`src/rtl/mips_fetch_pkg.sv`:
```
// Shared fetch definitions: state encoding, word geometry and the PC legality check.
package mips_fetch_pkg;

  typedef enum logic [0:0] {
    ST_RUN   = 1'b0,
    ST_FAULT = 1'b1
  } state_t;

  localparam int INSTR_W = 32;
  localparam int WORD_BYTES = 4;
  localparam logic [INSTR_W-1:0] NOP = 32'h0;

  // A PC is fetchable only when word-aligned and inside the ROM.
  function automatic logic pc_legal(input logic [31:0] pc, input logic [31:0] limit);
    return (pc[1:0] == 2'b00) && (pc < limit);
  endfunction

endpackage

```
`src/rtl/fetch_perf_cnt.sv`:
```
// Fetch/stall event counters; one cycle to update, never stalls the pipe.
// Fetch count freezes outside RUN, stall count always runs; both wrap at 2^32.
module fetch_perf_cnt (
  input  logic        clk,
  input  logic        rst_n,
  input  logic        run,
  input  logic        accept,
  input  logic        stall,
  output logic [31:0] fetch_cnt,
  output logic [31:0] stall_cnt
);

  always_ff @(posedge clk) begin
    if (!rst_n) begin
      fetch_cnt <= 32'd0;
      stall_cnt <= 32'd0;
    end else begin
      if (run && accept) fetch_cnt <= fetch_cnt + 32'd1;
      if (stall)         stall_cnt <= stall_cnt + 32'd1;
    end
  end

endmodule

```
`src/rtl/fetch_ctrl.sv`:
```
// PC sequencer for a combinational ROM with a one-entry valid/ready output buffer; 1-cycle fetch latency,
// PC holds under backpressure. Optional perf counters when FETCH_PERF_CNT_EN is defined.
module fetch_ctrl
  import mips_fetch_pkg::*;
#(
  parameter int          ROM_DEPTH = 32,
  parameter logic [31:0] RESET_PC  = 32'h0
) (
  input  logic               clk,
  input  logic               rst_n,
  output logic [31:0]        imem_addr,
  input  logic [INSTR_W-1:0] imem_data,
  input  logic               redirect_valid,
  input  logic [31:0]        redirect_pc,
  output logic               instr_valid,
  input  logic               instr_ready,
  output logic [INSTR_W-1:0] instr,
  output logic [31:0]        instr_pc,
`ifdef FETCH_PERF_CNT_EN
  output logic [31:0]        perf_fetch_cnt,
  output logic [31:0]        perf_stall_cnt,
`endif
  output logic               fault
);

  localparam logic [31:0] PC_LIMIT = 32'(ROM_DEPTH * WORD_BYTES);

  state_t      state;
  logic [31:0] pc;
  logic        slot_free;

  assign imem_addr = pc;
  assign slot_free = !instr_valid || instr_ready;

  always_ff @(posedge clk) begin
    if (!rst_n) begin
      pc          <= RESET_PC;
      state       <= ST_RUN;
      instr_valid <= 1'b0;
      instr       <= NOP;
      instr_pc    <= 32'h0;
      fault       <= 1'b0;
    end else if (redirect_valid) begin
      // Buffered word is squashed even when decode takes it this cycle.
      pc          <= redirect_pc;
      instr_valid <= 1'b0;
      if (pc_legal(redirect_pc, PC_LIMIT)) begin
        state <= ST_RUN;
        fault <= 1'b0;
      end else begin
        state <= ST_FAULT;
        fault <= 1'b1;
      end
    end else begin
      case (state)
        ST_RUN: begin
          if (slot_free) begin
            if (pc_legal(pc, PC_LIMIT)) begin
              instr       <= imem_data;
              instr_pc    <= pc;
              instr_valid <= 1'b1;
              pc          <= pc + 32'(WORD_BYTES);
            end else begin
              // Any held word was just accepted, so the buffer empties here.
              instr_valid <= 1'b0;
              state       <= ST_FAULT;
              fault       <= 1'b1;
            end
          end
        end
        ST_FAULT: begin
          if (instr_valid && instr_ready) instr_valid <= 1'b0;
        end
        default: begin
          state <= ST_FAULT;
          fault <= 1'b1;
        end
      endcase
    end
  end

`ifdef FETCH_PERF_CNT_EN
  fetch_perf_cnt u_perf (
    .clk       (clk),
    .rst_n     (rst_n),
    .run       (state == ST_RUN),
    .accept    (instr_valid && instr_ready),
    .stall     (instr_valid && !instr_ready),
    .fetch_cnt (perf_fetch_cnt),
    .stall_cnt (perf_stall_cnt)
  );
`endif

endmodule

```
`config.mk`:
```
export PLATFORM = sky130hd
export DESIGN_NAME = fetch_ctrl
export DESIGN_NICKNAME = d
export VERILOG_FILES = /design/src/rtl/mips_fetch_pkg.sv /design/src/rtl/fetch_perf_cnt.sv /design/src/rtl/fetch_ctrl.sv
export SDC_FILE = /design/constraint.sdc
export NUM_CORES = 1
export LEC_CHECK = 0
export CORE_MARGIN = 8
export CORE_UTILIZATION = 30
export CTS_CLUSTER_DIAMETER = 200
export DETAILED_ROUTE_END_ITERATION = 10
export GPL_TIMING_DRIVEN = 0
export PLACE_DENSITY = 0.58
export SYNTH_ARGS = -nofsm -noshare
export SYNTH_HDL_FRONTEND = slang
export SYNTH_SLANG_ARGS = --single-unit
export TNS_END_PERCENT = 5
```
`constraint.sdc`:
```
create_clock -name clk -period 3.2 [get_ports clk]
set_clock_uncertainty 0.05 [all_clocks]
set_input_delay 0.48 -clock clk [delete_from_list [all_inputs] [get_ports clk]]
set_output_delay 0.48 -clock clk [all_outputs]
set_load 0.01 [all_outputs]
```
==> results of run 1 <==
==> worst reg2reg max path, delay by kind of cell, from the launching register on <==
family / cells / cell delay [ns]
buffers and inverters: 2 / 0.47
flip-flops: 1 / 0.34
multiplexers: 1 / 0.21
AND/OR/NAND/NOR: 3 / 0.98
==> report_power, final <==
group          internal (mW)  total [mW]  switching [mW]  leakage (nW)
logic                  0.163       0.291           0.128          1.23
clock network          0.592        1.06           0.464         0.142
registers               1.26        1.29          0.0291         0.805
total                   2.02        2.64           0.621          2.18
==> flip-flops by register name (all words and copies together), names as in the netlist <==
name	cells
imem_addr	32
instr	32
instr_pc	32
fault	1
state	1
instr_valid	1
==> layer usage <==
layer	global-route usage, %	part of all wire, %	vias to the layer above
met5	0	0	-
met4	5.732	1.6	0
met3	5.279	8.8	13
met2	22.55	44	119
met1	18.60	45	1570
li1	-	-	1666
==> worst max-delay path by stage <==
stage | depth (start not counted) | start | to | slack, ns
2_1_floorplan | 6 | imem_addr[13] | instr[0] | 1.44
3_3_place_gp | 6 | instr_ready | instr_pc[20] | 0.65
3_5_place_dp | 6 | redirect_valid | instr_pc[20] | 0.63
4_1_cts | 6 | redirect_valid | instr_pc[20] | 0.98
5_1_grt | 6 | redirect_valid | instr_pc[28] | 0.71
6_report | 6 | redirect_valid | instr_pc[20] | 0.96
==> through the flow <==
step / hold slack, ns / setup slack [ns] / std cells / util [%]
floorplan: 0.4290 / 1.437 / 368 / -
global placement: 0.3923 / 0.6467 / 680 / 45.96
detailed placement: 0.3973 / 0.6259 / 680 / 45.96
CTS: 0.4079 / 0.9796 / 696 / 48.40
global route: 0.4195 / 0.7127 / 696 / 48.40
finish: 0.4036 / 0.9620 / 696 / 48.40
==> cell type report <==
class	count	area, um^2
Timing Repair Buffer	165	1652
Inverter	1	3.754
Clock buffer	13	270.3
Tap cell	147	183.9
Sequential cell	99	1982
Clock inverter	3	21.27
Fill cell	1164	6172
Buffer	27	133.9
Multi-Input combinational cell	241	1543
==> cells by family after synthesis <==
kind of cell / Yosys count / share of synthesized area (%)
compound gates: 42 / 8.746
fa+ha+maj: 1 / 0.3416
buf+inv: 28 / 3.758
flops: 99 / 54.12
mux: 41 / 11.21
simple gates: 157 / 21.83
==> synthesized netlist by cell type (2+ instances only) <==
| cell | count |
|---|---|
| o21ai_0 | 8 |
| and3_1 | 28 |
| dfxtp_1 | 99 |
| a21oi_1 | 2 |
| nand3_1 | 4 |
| nand2_1 | 79 |
| a22o_1 | 22 |
| nand2b_1 | 4 |
| clkbuf_1 | 18 |
| a31oi_1 | 3 |
| buf_2 | 5 |
| nor4_2 | 2 |
| buf_6 | 3 |
| nor3_1 | 3 |
| o31ai_1 | 2 |
| or3_1 | 2 |
| mux2i_1 | 41 |
| nor2b_1 | 6 |
| nand4_1 | 5 |
| nor4_1 | 15 |
| or4_1 | 2 |
| nor2_1 | 2 |
==> placed cells by master, fill, tap and decap left out, types with 3 or more instances in the layout <==
| master | netlist | layout |
|---|---|---|
| buf_2 | 5 | 5 |
| nand4_1 | 5 | 5 |
| clkbuf_16 | 0 | 9 |
| and3_1 | 28 | 28 |
| buf_6 | 3 | 3 |
| a31oi_1 | 3 | 3 |
| dfxtp_1 | 99 | 99 |
| clkdlybuf4s50_1 | 0 | 165 |
| clkbuf_1 | 18 | 19 |
| nand2_1 | 79 | 79 |
| a22o_1 | 22 | 22 |
| nor3_1 | 3 | 3 |
| clkbuf_8 | 0 | 3 |
| nand2b_1 | 4 | 4 |
| mux2i_1 | 41 | 41 |
| nand3_1 | 4 | 4 |
| nor2b_1 | 6 | 6 |
| o21ai_0 | 8 | 8 |
| nor4_1 | 15 | 15 |
==> impl_metrics.toml, run 1 <==
[worst_setup_path]
rr_worst_depth = 6
cp-end-kind = "flip-flop"
cp_common_cell = "clkbuf_1"
worstPathCellList = "clkdlybuf4s50_1 > clkbuf_1 > inv_1 > nand4_2 > clkbuf_1 > and3_1"
cpMaxStageDelayCell = "clkdlybuf4s50_1"
critPathBufInv = 4
crit_type = "in2reg"
path_delay_family = "buffers and inverters"
critPathMaxFanout = 10
max_stage_delay_ns = 0.49
worst_ep_required_time_ns = 3.43
regToRegEndpoint = "instr[8]"
start_kind = "input pin"
r2r_setup_slack_ns = 1.06
critPathArrivalTime_ns = 2.47
reg2reg_from = "imem_addr[10]"

[cts]
cts-htree-levels = 3
cts.sinks = 99
clockBufferDepth = 2
ctsResizeCount = 0
cts_tree = "built"
post_cts_buffers = 0
cts-root-buf = "clkbuf_16"
worstSkewPairLatency_ns = 0.34
cts_made_buffers = 9
hold_buffers = 0
cts.clk_slew.worst_paths_ns = 0.07

[global_route]
track_usage_pct = 14.76
grt_pass1_wl_um = 18850
grt_pass1_vias = 3422
grt_max_degree = 16
gr-total-overflow = 0
antenna_found_initial = 0

[worst_hold_path]
hold_start = "instr[14]"
hp-class = "reg2reg"
hold_depth = 2
hold_end = "instr[14]"

[placed_design]
place_area_mm2 = 0.005498
port_buffers = 165
routabilityCongestion = 0.7595
post-dp-hpwl_um = 9260

[logic_synthesis]
synth_seq_area_share_pct = 54.12
syn_area_per_cell_um2 = 9.952
ys_ff_latch = 99
async_flop_share_pct = 0
synth_area_mm2 = 0.003662
synthCells = 368
synth-main-ff-cell = "dfxtp_1"
netlist.area_leader.share_pct = 54.12
synthTopCellsByArea = "dfxtp_1 54%, mux2i_1 11%, nand2_1 8.1%"
synth-edff-count = 0
synth.largest_area_cell = "dfxtp_1"
syn-num-nets = 437
yosys_warnings = 0
synth_cell_type_count = 35

[sta]
slew_headroom_pct = 59.96
fin_crit_ns = 2.238
tns_ns = 0
min_period_over_period_pct = 69.94
tightestPinTransition_ns = 0.6006
rsz0062_at_grt = "false"
finalHoldViolCount = 0
fmax_mhz = 446.8
drv_slew = 0
setup_viol = 0

[final_layout]
drive_above_1_share_pct = 5.100
nets = 613
design_area_mm2 = 0.005789
synthToLayoutAreaGrowth_pct = 58.08
antenna_cells = 0

[die]
top_level_ports = 166
fp.dieW_um = 126.5
die-area_mm2 = 0.01600
num_rows = 40
fp.dieH_um = 126.5
start_util_pct = 30.62
core_mm2 = 0.01196

[flow_run]
drv_cap = 0

[detailed_routing]
drc = 0
avgRoutedWirePerCell_um = 17.32
drt_wl_total_um = 12060
vias_per_cell = 4.839
drtAntennaViolNets = 0
first_pass_iters = 4
routed-via-count = 3368
drt_iter0_markers = 241

[power]
vdd_ir_drop_max_mv = 0.2292
power.total_mw = 2.636
p_per_area_mw_per_mm2 = 455.3
p_leak_nw = 2.181

[run_status]
outcome = "finished, final reports clean"
No activity file was read; power rests on OpenSTA's default activity.
==> inputs of run 2 (changes only) <==
==> constraint.sdc (replaced) <==
create_clock -name clk -period 2.2 [get_ports clk]
set_clock_uncertainty 0.05 [all_clocks]
set_input_delay 0.33 -clock clk [delete_from_list [all_inputs] [get_ports clk]]
set_output_delay 0.33 -clock clk [all_outputs]
set_load 0.01 [all_outputs]
==> impl_metrics.toml, run 2 (synthesis gave the netlist of run 1 again) <==
[run_status]
outcome = "finished, final reports clean"

[final_layout]
design_area_mm2 = 0.005882
most-common-layout-cells = "165 x clkdlybuf4s50_1, 99 x dfxtp_1, 79 x nand2_1"
drive_above_1_share_pct = 7.194
utilization_pct = 49.17
antenna_cells = 0
nets = 620
final_common_cell = "clkdlybuf4s50_1"
synthToLayoutAreaGrowth_pct = 60.61
fillers = 1161
final_cells = 703

[placed_design]
post-dp-hpwl_um = 9260
routabilityCongestion = 0.7595
port_buffers = 165
dp.cells = 680
place_area_mm2 = 0.005498

[power]
combPwrFrac_pct = 11.3
internal-power_mw = 2.941
p_leak_nw = 2.226
vdd_ir_drop_max_mv = 0.3319
p_sw_share_pct = 23.70
seq_power_share_pct = 48.8
p_per_area_mw_per_mm2 = 655.4
p_switching_uw = 913.7
clkPwrFrac_pct = 39.9

[sta]
finalHoldViolCount = 0
slew_headroom_pct = 63.64
drv_slew = 0
min_period_over_period_pct = 90.63
fmax_mhz = 501.5
fin_crit_ns = 1.994
tightestPinTransition_ns = 0.5454
setup_viol = 0
timing.hold.ws_ns = 0.4083
rsz0062_at_grt = "false"

[cts]
hold_buffers = 0
cts.sinks = 99
cts-root-buf = "clkbuf_16"
cts.clk_slew.worst_paths_ns = 0.07
cts-htree-levels = 3
worstSkewPairLatency_ns = 0.34
clockBufferDepth = 2
cts_tree = "built"
cts_made_buffers = 9

[detailed_routing]
met3_length_um = 1133
routed.top_layer = "met4"
drtAntennaViolNets = 0
drt_iter0_markers = 145
first_pass_iters = 4
drc = 0
drt_wl_total_um = 12160
avgRoutedWirePerCell_um = 17.30
routed-via-count = 3415
vias_per_cell = 4.858
dr_wl_met2_um = 5365
wl_met1_um = 5434

[global_route]
antenna_found_initial = 0
grt_pass1_wl_um = 18850
track_usage_pct = 14.76
grt_pass1_vias = 3422
grt_max_degree = 16
gr-total-overflow = 0

[worst_setup_path]
cp_common_cell = "and3_1"
cp-end-kind = "flip-flop"
regToRegEndpoint = "instr_pc[20]"
r2r_setup_slack_ns = 0.21
critPathArrivalTime_ns = 2.18
rr_worst_depth = 6
worst_ep_required_time_ns = 2.38
reg2reg_from = "imem_addr[13]"
start_kind = "flip-flop"
cpMaxStageDelayCell = "nor4_2"
max_stage_delay_ns = 0.42
critPathMaxFanout = 10
crit_type = "reg2reg"
worstPathCellList = "nor4_2 > and3_1 > buf_2 > nand4_4 > clkbuf_1 > and3_1"

[die]
top_level_ports = 166
core_mm2 = 0.01196
die-area_mm2 = 0.01600
num_rows = 40
fp.dieW_um = 126.5
start_util_pct = 30.62
fp.dieH_um = 126.5

[worst_hold_path]
hp-class = "reg2reg"
hold_depth = 2
hold_start = "instr[16]"
hold_end = "instr[16]"

[flow_run]
drv_cap = 0
run 2: timing repair:
action                     in CTS  in global routing
gates resized for setup         0                  9
setup endpoints to repair       0                 50
buffers inserted                0                  7
run 2: how the worst max path moves through the flow:
stage | end | cells past startpoint | start | slack (ns)
after global placement | instr_pc[20] | 6 | instr_ready | -0.20
after floorplan | instr[0] | 6 | imem_addr[13] | 0.44
after CTS | instr[8] | 6 | imem_addr[10] | 0.05
final | instr_pc[20] | 6 | imem_addr[13] | 0.21
after detailed placement | instr_pc[20] | 6 | redirect_valid | -0.22
after global routing | instr[8] | 6 | imem_addr[24] | 0.05
run 2: per-layer routing:
layer  up-vias  GRT usage [%]
met2       134          22.55
met3        17          5.279
met1      1589          18.60
li1       1675              -
met5         -              0
met4         0          5.732
run 2: critical path, delay by kind of cell, from the launching register on:
family / cells / cell delay [ns]
buf+inv: 2 / 0.42
flops: 1 / 0.34
simple gates: 4 / 1.07
run 2: area by class of cell:
type                            count  area [um^2]  share of cell area (%)
Sequential cell                    99         1982                   33.69
Timing Repair Buffer              172         1704                   28.97
Multi-Input combinational cell    241         1582                   26.89
Clock buffer                       13        270.3                   4.595
Tap cell                          147        183.9                   3.127
Buffer                             27        135.1                   2.297
Clock inverter                      3        21.27                  0.3616
Inverter                            1        3.754                 0.06382
run 2: power groups by stage:
stage / sequential [mW] / combinational [mW] / clock, mW
global route: 1.89 / 0.472 / 1.64
CTS: 1.88 / 0.427 / 1.57
global placement: 1.92 / 0.421 / 0
floorplan: 1.92 / 0.147 / 0
detailed placement: 1.92 / 0.425 / 0
finish: 1.88 / 0.436 / 1.54
run 2: metrics by stage:
step	worst slack, ns	total power, mW	setup TNS [ns]
floorplan	0.4366	2.072	0
global placement	-0.2033	2.337	-6.216
detailed placement	-0.2241	2.341	-6.161
CTS	0.04779	3.876	0
global route	0.05168	3.993	0
finish	0.2062	3.855	0
==> inputs of run 3 (changes only) <==
--- a/config.mk
+++ b/config.mk
@@ -5,12 +5,14 @@
 export SDC_FILE = /design/constraint.sdc
 export NUM_CORES = 1
 export LEC_CHECK = 0
+export ABC_AREA = 1
+export CAP_MARGIN = 20
 export CORE_MARGIN = 8
 export CORE_UTILIZATION = 30
 export CTS_CLUSTER_DIAMETER = 200
 export DETAILED_ROUTE_END_ITERATION = 10
 export GPL_TIMING_DRIVEN = 0
-export PLACE_DENSITY = 0.58
+export PLACE_DENSITY = 0.59
 export SYNTH_ARGS = -nofsm -noshare
 export SYNTH_HDL_FRONTEND = slang
 export SYNTH_SLANG_ARGS = --single-unit
==> constraint.sdc (replaced) <==
create_clock -name clk -period 1.75 [get_ports clk]
set_clock_uncertainty 0.05 [all_clocks]
set_input_delay 0.2625 -clock clk [delete_from_list [all_inputs] [get_ports clk]]
set_output_delay 0.2625 -clock clk [all_outputs]
set_load 0.01 [all_outputs]
==> impl_metrics.toml, run 3 <==
[die]
top_level_ports = 166
core_mm2 = 0.01267
fp.dieW_um = 130.3
die-area_mm2 = 0.01697
num_rows = 41
fp.dieH_um = 130.3
start_util_pct = 30.92

[sta]
drv_slew = 0
slew_headroom_pct = 60.73
fin_crit_ns = 1.752
min_period_over_period_pct = 100.1
finalHoldViolCount = 0
tightestPinTransition_ns = 0.5891
setup_viol = 1
fin_ws_ns = -0.001793
rsz0062_at_grt = "true"
fmax_mhz = 570.8

[logic_synthesis]
async_flop_share_pct = 0
netlist.area_leader.share_pct = 50.59
synth-xor-area-share_pct = 0.2236
synthCells = 565
synth.largest_area_cell = "dfxtp_1"
muxShareOfSynthArea_pct = 0.2555
synthAdderAreaFrac_pct = 0.3194
synth_compound_area_share_pct = 4.919
syn-num-nets = 634
synth_seq_area_share_pct = 50.59
synth_cell_type_count = 20
synth_simple_gate_area_share_pct = 34.91
yosys_warnings = 0
synth_area_mm2 = 0.003918
synth_top_family_by_area = "simple AND/OR/NAND/NOR gates"
ys_ff_latch = 99
synth-main-ff-cell = "dfxtp_1"
synth_most_common_cell = "nand2_1"
synthTopCellsByArea = "dfxtp_1 51%, nand2_1 15%, nor2_1 13%"
synth_commonest_cells = "155 x nand2_1, 140 x nor2_1, 99 x dfxtp_1"
synth-edff-count = 0
syn_area_per_cell_um2 = 6.934

[final_layout]
final_common_cell = "clkdlybuf4s50_1"
most-common-layout-cells = "163 x clkdlybuf4s50_1, 154 x nand2_1, 134 x nor2_1"
fillers = 1288
nets = 809
drive_above_1_share_pct = 5.772
multi_input_comb_area_mm2 = 0.001609
synthToLayoutAreaGrowth_pct = 56.34
final_cells = 917
seq_area_mm2 = 0.001984
design_area_mm2 = 0.006125
antenna_cells = 0

[worst_setup_path]
start_kind = "flip-flop"
cp_common_cell = "nor2_2"
worst_ep_required_time_ns = 1.95
crit_type = "reg2reg"
path_delay_family = "simple AND/OR/NAND/NOR gates"
worstPathCellList = "nor2_1 > nand3_1 > nor2_2 > inv_1 > nor2_2 > nand3_2 > buf_6 > buf_2 > nor2_2 > nor2_1"
max_stage_delay_ns = 0.33
critPathMaxFanout = 10
cpMaxStageDelayCell = "dfxtp_1"
cp-end-kind = "flip-flop"
critPathBufInv = 3
critPathArrivalTime_ns = 1.95

[cts]
cts.clk_slew.worst_paths_ns = 0.07
cts.sinks = 99
cts_made_buffers = 9
clockBufferDepth = 2
cts-htree-levels = 3
cts-root-buf = "clkbuf_16"
cts_tree = "built"
worstSkewPairLatency_ns = 0.34

[placed_design]
routabilityCongestion = 0.7827
dp.cells = 900
dp_slack_ns = -0.2181
post-dp-hpwl_um = 9642
port_buffers = 163
place_area_mm2 = 0.005764

[detailed_routing]
avgRoutedWirePerCell_um = 13.67
drtAntennaViolNets = 0
drt_iter0_markers = 130
routed-via-count = 3976
vias_per_cell = 4.336
first_pass_iters = 4
drc = 0
drt_wl_total_um = 12530

[run_status]
violations = "negative setup slack"
outcome = "finished with violations"

[global_route]
antenna_found_initial = 0
grt_max_degree = 18
track_usage_pct = 14.64
grt_pass1_vias = 3922
gr-total-overflow = 0
grt_pass1_wl_um = 19450

[power]
p_per_area_mw_per_mm2 = 821.4
vdd_ir_drop_max_mv = 0.3522
p_leak_nw = 2.590

[flow_run]
drv_cap = 0

[worst_hold_path]
hp-class = "in2reg"
-- run 3: cell count changes after synthesis, moves of 4 or more --
| cell | before | now |
|---|---|---|
| nor2_1 | 2 | 140 |
| nand2_1 | 79 | 155 |
| a21oi_1 | 2 | 31 |
| nand2b_1 | 4 | 0 |
| nor4_1 | 15 | 0 |
| inv_1 | 1 | 46 |
| a22o_1 | 22 | 0 |
| nor2b_1 | 6 | 0 |
| mux2i_1 | 41 | 1 |
| nand3_1 | 4 | 39 |
| and3_1 | 28 | 0 |
-- run 3: layout make-up --
cell class | count | area share (%)
clock buffers | 9 | 3.677
plain buffers | 34 | 2.880
multi-input cells | 385 | 26.27
clock inverters | 7 | 1.614
flip-flops and latches | 99 | 32.40
well taps | 172 | 3.514
inverters | 47 | 2.880
repair buffers | 164 | 26.76
-- run 3: cells by family (layout without fill, tap and decap cells) --
family | count (synthesis) | after routing
and+or+nand+nor | 344 | 344
buffers and inverters | 81 | 261
muxes | 1 | 1
AOI/OAI and AO/OA | 38 | 38
DFF | 99 | 99
xor gates and xnor gates | 1 | 1
adders and majority gates | 1 | 1
-- run 3: power by group --
| group | leakage [nW] | internal, mW | switching (mW) |
|---|---|---|---|
| Sequential | 0.805 | 2.30 | 0.0432 |
| Clock | 0.156 | 1.26 | 0.901 |
| Combinational | 1.63 | 0.282 | 0.238 |
-- run 3: path summary, 6_finish.rpt --
kind | from | end | slack (ns) | cells after the start
max | imem_addr[21] | instr[28] | -0.002 | 10
min reg2reg | instr_pc[25] | instr_pc[25] | 0.39 | 2
max reg2reg | imem_addr[21] | instr[28] | -0.002 | 10
min | rst_n | state | 0.31 | 3
-- run 3: timing repair --
item / 4_1_cts / 5_1_grt
hold buffers: 0 / 0
buffers inserted: 0 / 1
gates resized for setup: 2 / 16
cloned: 0 / 0
pin swaps: 0 / 3
endpoints found under the setup margin: 2 / 76
-- run 3: stage by stage --
stage	util (%)	hold slack, ns	power [mW]	TNS, ns
global placement	45.49	0.3761	2.911	-4.521
CTS	48.08	0.3348	5.086	-0.003661
global route	48.34	0.3706	5.226	-4.145
finish	48.34	0.3124	5.031	-0.001793
floorplan	-	0.3474	2.596	0
detailed placement	45.49	0.3809	2.916	-6.604
-- run 3: metal layers --
metal	GRT usage [%]	share of wire, %	vias up	wire, um
li1	-	-	2074	-
met1	16.85	43	1775	5402
met2	24.13	46	107	5815
met3	4.610	7.8	20	982
met4	7.240	2.6	0	331
met5	0	0	-	0
-- run 3: worst register-to-register path, cell delays in order, from the launching register on --
cell and delay, ns:
dfxtp_1 0.33, nor2_1 0.12, nand3_1 0.12, nor2_2 0.17, inv_1 0.07, nor2_2 0.16
nand3_2 0.10, buf_6 0.17, buf_2 0.20, nor2_2 0.12, nor2_1 0.06
